[src/rtl/branch_target_unit.sv]
// Branch target/next-PC resolution with a 2-bit saturating-counter branch history table.
// Optional macro BTU_BYPASS_EN forwards a same-cycle table write to the pred_taken lookup.
module branch_target_unit #(
  parameter int WordSize = 32,
  parameter int BhtDepth = 16
) (
  input  logic                clk,
  input  logic                rstn,
  input  logic                valid_in,
  input  logic                addr_mode,
  input  logic                is_cond,
  input  logic                branch_taken,
  input  logic                pred_taken_in,
  input  logic [WordSize-1:0] imm,
  input  logic [WordSize-1:0] rs1d,
  input  logic [WordSize-1:0] pc_in,
  input  logic                stall,
  input  logic                flush,
  input  logic [WordSize-1:0] pred_pc,
  output logic                pred_taken,
  output logic                out_valid,
  output logic                mispredict,
  output logic [WordSize-1:0] branch_addr,
  output logic [WordSize-1:0] npc
);

  localparam int IdxW = $clog2(BhtDepth);

  logic [IdxW-1:0]     upd_idx;
  logic [IdxW-1:0]     look_idx;
  logic                accept;
  logic                train;
  logic [1:0]          upd_cur;
  logic [1:0]          upd_value;
  logic [1:0]          look_value;
  logic [1:0]          ctr_q [BhtDepth];
  logic [WordSize-1:0] reg_sum;
  logic [WordSize-1:0] target;
  logic                unused_pred_bits;

  assign upd_idx  = pc_in[IdxW+1:2];
  assign look_idx = pred_pc[IdxW+1:2];
  assign accept   = valid_in && !stall && !flush;
  assign train    = accept && is_cond;

  // Only the word-index bits of the lookup PC address the table.
  assign unused_pred_bits = ^{pred_pc[WordSize-1:IdxW+2], pred_pc[1:0]};

  always_comb begin
    upd_cur   = ctr_q[upd_idx];
    upd_value = upd_cur;
    if (branch_taken) begin
      if (upd_cur != 2'd3) upd_value = upd_cur + 2'd1;
    end else begin
      if (upd_cur != 2'd0) upd_value = upd_cur - 2'd1;
    end
  end

  generate
    for (genvar gi = 0; gi < BhtDepth; gi++) begin : g_bht
      logic [1:0] cnt_reg;
      always_ff @(posedge clk or negedge rstn) begin
        if (!rstn) begin
          cnt_reg <= 2'd1;
        end else if (train && (upd_idx == IdxW'(gi))) begin
          cnt_reg <= upd_value;
        end
      end
      assign ctr_q[gi] = cnt_reg;
    end
  endgenerate

  always_comb begin
    look_value = ctr_q[look_idx];
`ifdef BTU_BYPASS_EN
    if (train && (upd_idx == look_idx)) look_value = upd_value;
`endif
  end

  assign pred_taken = look_value[1];

  // Register-relative targets are halfword aligned: bit 0 is dropped.
  assign reg_sum = imm + rs1d;
  assign target  = addr_mode ? {reg_sum[WordSize-1:1], 1'b0} : (pc_in + imm);

  always_ff @(posedge clk or negedge rstn) begin
    if (!rstn) begin
      out_valid   <= 1'b0;
      mispredict  <= 1'b0;
      branch_addr <= '0;
      npc         <= '0;
    end else if (flush) begin
      out_valid  <= 1'b0;
      mispredict <= 1'b0;
    end else if (!stall) begin
      if (valid_in) begin
        out_valid   <= 1'b1;
        mispredict  <= (branch_taken != pred_taken_in);
        branch_addr <= target;
        npc         <= branch_taken ? target : pc_in;
      end else begin
        out_valid  <= 1'b0;
        mispredict <= 1'b0;
      end
    end
  end

endmodule
[config.mk]
export PLATFORM = sky130hd
export DESIGN_NAME = branch_target_unit
export DESIGN_NICKNAME = d
export VERILOG_FILES = /design/src/rtl/branch_target_unit.sv
export SDC_FILE = /design/constraint.sdc
export NUM_CORES = 1
export LEC_CHECK = 0
export ABC_AREA = 1
export CAP_MARGIN = 20
export CORE_ASPECT_RATIO = 1.25
export CORE_UTILIZATION = 40
export CTS_CLUSTER_SIZE = 16
export DETAILED_ROUTE_END_ITERATION = 16
export PLACE_DENSITY = 0.67
export SETUP_SLACK_MARGIN = 0.05
export SLEW_MARGIN = 15
export SYNTH_ARGS = -nofsm -noshare
export SYNTH_HDL_FRONTEND = slang
export SYNTH_SLANG_ARGS = --single-unit
[constraint.sdc]
create_clock -name clk -period 3.3 [get_ports clk]
set_input_delay 0.99 -clock clk [delete_from_list [all_inputs] [get_ports clk]]
set_output_delay 0.99 -clock clk [all_outputs]
set_load 0.02 [all_outputs]
# After elaboration in Yosys (flattened, before gate mapping)
# Cells that the tools add are included.
dict set report totals {
  register_bits 98
  latchBits 0
  ramBits 0
  romBits 0
  inputBits 137
  word_cells 89
  n_memories 0
}
dict set report op_classes {
  addsub 4
  multipliers 0
  div_mod_pow 0
  magnitude_cmp 2
  eq_ne 18
  shifts 0
  muxes 17
  bitwise 4
  reduce_logical 24
}
# op count
set ops {}
lappend ops {{adder 32 bit} 2}
lappend ops {{two-way mux 32 bit} 2}
lappend ops {{equality test 4 bit, second input constant} 8}
lappend ops {{logical AND 1 bit} 19}
lappend ops {{binary-select mux 2 bit (select 4 bit)} 2}
lappend ops {{equality test 4 x 3 -> 1 bit, second input constant} 4}
lappend ops {{two-way mux 2 bit} 7}
lappend ops {{greater-or-equal comparator 5 bit, second input constant} 2}
lappend ops {{NOT 4 -> 5 bit} 2}
lappend ops {{equality test 4 x 2 -> 1 bit, second input constant} 2}
lappend ops {{two-way mux 1 bit} 6}
lappend ops {{equality test 4 x 1 -> 1 bit, second input constant} 1}
lappend ops {{zero test 4 bit} 1}
lappend ops {{AND reduction 3 bit} 1}
lappend ops {{adder 2 x 1 -> 2 bit, second input constant} 1}
lappend ops {{zero test 1 bit} 2}
lappend ops {{inequality test 2 x 1 -> 1 bit, second input constant} 1}
lappend ops {{inequality test 2 bit, second input constant} 1}
lappend ops {{NOT 1 bit} 2}
lappend ops {{nonzero test 2 bit} 1}
lappend ops {{subtractor 2 x 1 -> 2 bit, second input constant} 1}
lappend ops {{inequality test 1 bit} 1}

# Depth between registers and ports, before layout
dict set report depth {
  ltp_word 7
  ltp_mapped 16
}

# Worst setup path before layout
# Ideal clock, no wire load.
dict set report synth_timing {
  kind {input port to output port}
  from {input pred_pc[2]}
  to {output pred_taken}
  arrival_time_ps 2138
  required_ps 2310
  setup_slack_ps 172
  cell_stages 4
  n_path_buf 1
  path_cell_list {buf_1 -> mux2i_1 -> o211a_1 -> o31ai_1}
}
dict set report synth_via {
  elab_chain_cells 4
}
# item line_no
set synth_lines {}
lappend synth_lines {{start, declared} 19} ;# input logic [WordSize-1:0] pred_pc,
lappend synth_lines {{NOT 4 -> 5 bit (implied by the code)} 74} ;# look_value = ctr_q[look_idx];
lappend synth_lines {{binary-select mux 2 bit (select 4 bit)} 74}
lappend synth_lines {{two-way mux 2 bit (implied by the code) (2 in series)} 74}
lappend synth_lines {{end, declared} 20} ;# output logic pred_taken,
# Every way passes these cells. The select of a mux whose other input is x is not followed.

# Worst setup path in the final report
# Ends and elaborated chain as after synthesis.

==> out/metrics.yaml <==
power_and_ir_drop:
  swShare: 0.392
  p_sw_w: 0.00190
  power_frac_comb: 0.441
  clockPowerShare: 0.240
  power_density_nw_per_um2: 387
  power.total_w: 0.00485
  intPower_w: 0.00295
  leakage_nw: 7.01
  vdd_drop_max_mv: 0.238
  power_frac_seq: 0.319
finish:
  postLayoutCoreUtil: 0.538
  mostFrequentLayoutCells: "nand2_1, inv_1, clkdlybuf4s50_1"
  layout_commonest_cell: "nand2_1"
  area_growth_pct: 30.8
  nets: 2092
  antenna_cells: 0
  fillCellCount: 2436
  finalNonFillerCells: 2185
  drive_above_1_share: 0.0701
logic_synthesis:
  async_reset_ff_frac: 1.00
  synth_top_flop_cell: "dfrtp_1"
  synth_seq_cells: 98
  synth_edf_count: 0
  yosysWarnings: 0
  yosysUniqueCellTypes: 38
  seq_area_frac_synth: 0.258
  synth_fp_nets: 1855
  synth.avg_cell_area_um2: 5.79
  postSynthCellCount: 1655
  netlist_area_um2: 9580
sta:
  setup_viol: 0
  min_period_over_period: 0.947
  period_needed_ns: 3.13
  fmax_mhz: 320
  hold_viol_final: 0
  fin_skew_ns: 0.00433
  slew_headroom: 0.577
  rsz0062_at_grt: "false"
  slew_violations: 0
  tightest_slew_ns: 0.634
  worst_slack_ns: 0.175
placement:
  hpwlAfterDp_um: 27100
  gp_routability_congestion: 0.935
  io_buffers: 175
  dpl.cell_count: 2168
  post-place-ws_ns: -0.469
clock_network:
  clkSinkCount: 98
  numCtsBuffers: 9
  clk_latency_ns: 0.36
  htreeDepth: 3
  hold_buffers: 0
  clock-root-buffer: "clkbuf_16"
  cts_tree: "done"
  cts.path.max_buffers: 2
  clk_pin_slew_ns: 0.07
drt:
  totalWireLength_um: 33100
  wire_per_inst_um: 15.1
  drtPass1Iterations: 5
  vias_per_cell: 4.94
  drt_iter0_drc: 670
  final_antenna_net_count: 0
  num_vias: 10800
  drc: 0
critical_path:
  cp-end-kind: "primary output"
  start_kind: "input port"
  crit_required_ns: 2.31
  worstSetupPathType: "input port to primary output"
  cp.arrival_ns: 2.14
  critPathMaxFanout: 6
grt:
  grt_usage: 0.277
  grt_max_degree: 93
  grt_pass1_wl_um: 52500
  antenna_found_initial: 0
  grt_pass1_vias: 10300
  grt_overflow_total: 0
run:
  cap_violations: 0
die:
  core_um2: 23300
  die_w_um: 140
  initial_utilization: 0.412
  io_pins: 204
  num_rows: 62
  die_h_um: 175
  dieArea_um2: 24600
run_status:
  status: "finished, final reports clean"
hold_path:
  hold_class: "flip-flop to flip-flop"
worst max-delay path, stage by stage:
cell,delay (ns)
dlygate4sd2_1,0.26
buf_2,0.15
a21oi_1,0.12
o21ai_0,0.09
o211a_1,0.13
o31ai_2,0.20
buf_2,0.19
worst paths after layout:
path / from / to / slack (ns) / cells past startpoint
min in group asynchronous: rstn / branch_addr[1]$_DFFE_PN0P_ / 0.65 / 1
setup / recovery: pred_pc[2] / pred_taken / 0.17 / 7
hold / removal: g_bht[11].cnt_reg[0]$_DFFE_PN1P_ / g_bht[11].cnt_reg[0]$_DFFE_PN1P_ / 0.47 / 2
hold reg to reg: g_bht[11].cnt_reg[0]$_DFFE_PN1P_ / g_bht[11].cnt_reg[0]$_DFFE_PN1P_ / 0.47 / 2
setup reg to reg: g_bht[12].cnt_reg[0]$_DFFE_PN1P_ / g_bht[5].cnt_reg[1]$_DFFE_PN0P_ / 1.62 / 7
max in group asynchronous: rstn / g_bht[7].cnt_reg[0]$_DFFE_PN1P_ / 1.93 / 2
synthesized netlist by cell type (2+ instances only):
cell / number / area [µm²]
xnor2_1: 4 / 35.0
nor2_2: 3 / 18.8
or2_2: 2 / 12.5
buf_6: 2 / 22.5
nand2_2: 4 / 25.0
xor2_1: 6 / 52.6
a21o_1: 2 / 15.0
dfstp_2: 16 / 420
a22oi_1: 16 / 120
nand3b_1: 13 / 97.6
nor2_1: 159 / 597
ha_1: 61 / 763
o211ai_1: 4 / 30.0
nand3_1: 129 / 646
fa_1: 2 / 40.0
nand2_1: 683 / 2560
mux2i_1: 5 / 50.1
a21oi_1: 74 / 370
nand2_4: 2 / 22.5
a31oi_1: 7 / 43.8
nor3_1: 5 / 25.0
dfrtp_1: 82 / 2050
buf_1: 6 / 22.5
nand4_1: 10 / 62.6
clkbuf_1: 22 / 82.6
o21ai_0: 53 / 265
and2_1: 6 / 37.5
inv_1: 263 / 987
o21bai_1: 5 / 37.5
routing by layer:
layer	vias to the layer above	part of all wire	global-route usage
li1	5627	-	-
met1	4806	0.42	0.316
met2	284	0.48	0.498
met3	77	0.037	0.0288
met4	0	0.060	0.163
met5	-	0	0
power groups by stage:
| stage | clock network (W) | logic, W | registers (W) |
|---|---|---|---|
| 2_1_floorplan | 0 | 0.000985 | 0.00174 |
| 3_3_place_gp | 0 | 0.00211 | 0.00156 |
| 3_5_place_dp | 0 | 0.00213 | 0.00156 |
| 4_1_cts | 0.00117 | 0.00214 | 0.00155 |
| 5_1_grt | 0.00121 | 0.00236 | 0.00157 |
| 6_report | 0.00116 | 0.00214 | 0.00154 |
kinds of logic (layout without fill, tap and decap cells):
family,after synthesis,after routing,share of synthesized area
muxes,5,5,0.00523
and+or+nand+nor,1018,1018,0.430
buffers and inverters,296,538,0.118
AOI/OAI and AO/OA,165,165,0.0956
adders and majority gates,63,63,0.0839
xor gates and xnor gates,10,10,0.00915
DFF,98,98,0.258
through the flow:
step	area (µm²)	TNS, ns	hold slack, ns
after floorplan	9580	0	0.447
after global placement	12200	-1.84	0.456
after detailed placement	12200	-2.30	0.456
after CTS	12500	0	0.469
after global routing	12500	0	0.491
final	12500	0	0.468
timing repair:
action,CTS,global route
setup endpoints to repair,1,3
hold endpoints to repair,0,0
gates resized for setup,9,3
cloned,1,0
pin swaps,1,1
buffers inserted,0,0
layout make-up:
type,count,area [µm²],share of cell area
inverter,265,995,0.0794
sequential,98,2470,0.197
timing repair buffer,257,2390,0.191
clock buffer,10,239,0.0191
tap,288,360,0.0288
multi-input combinational,1261,6000,0.479
clock inverter,6,73.8,0.00589
(Power assumes the default switching activity.)
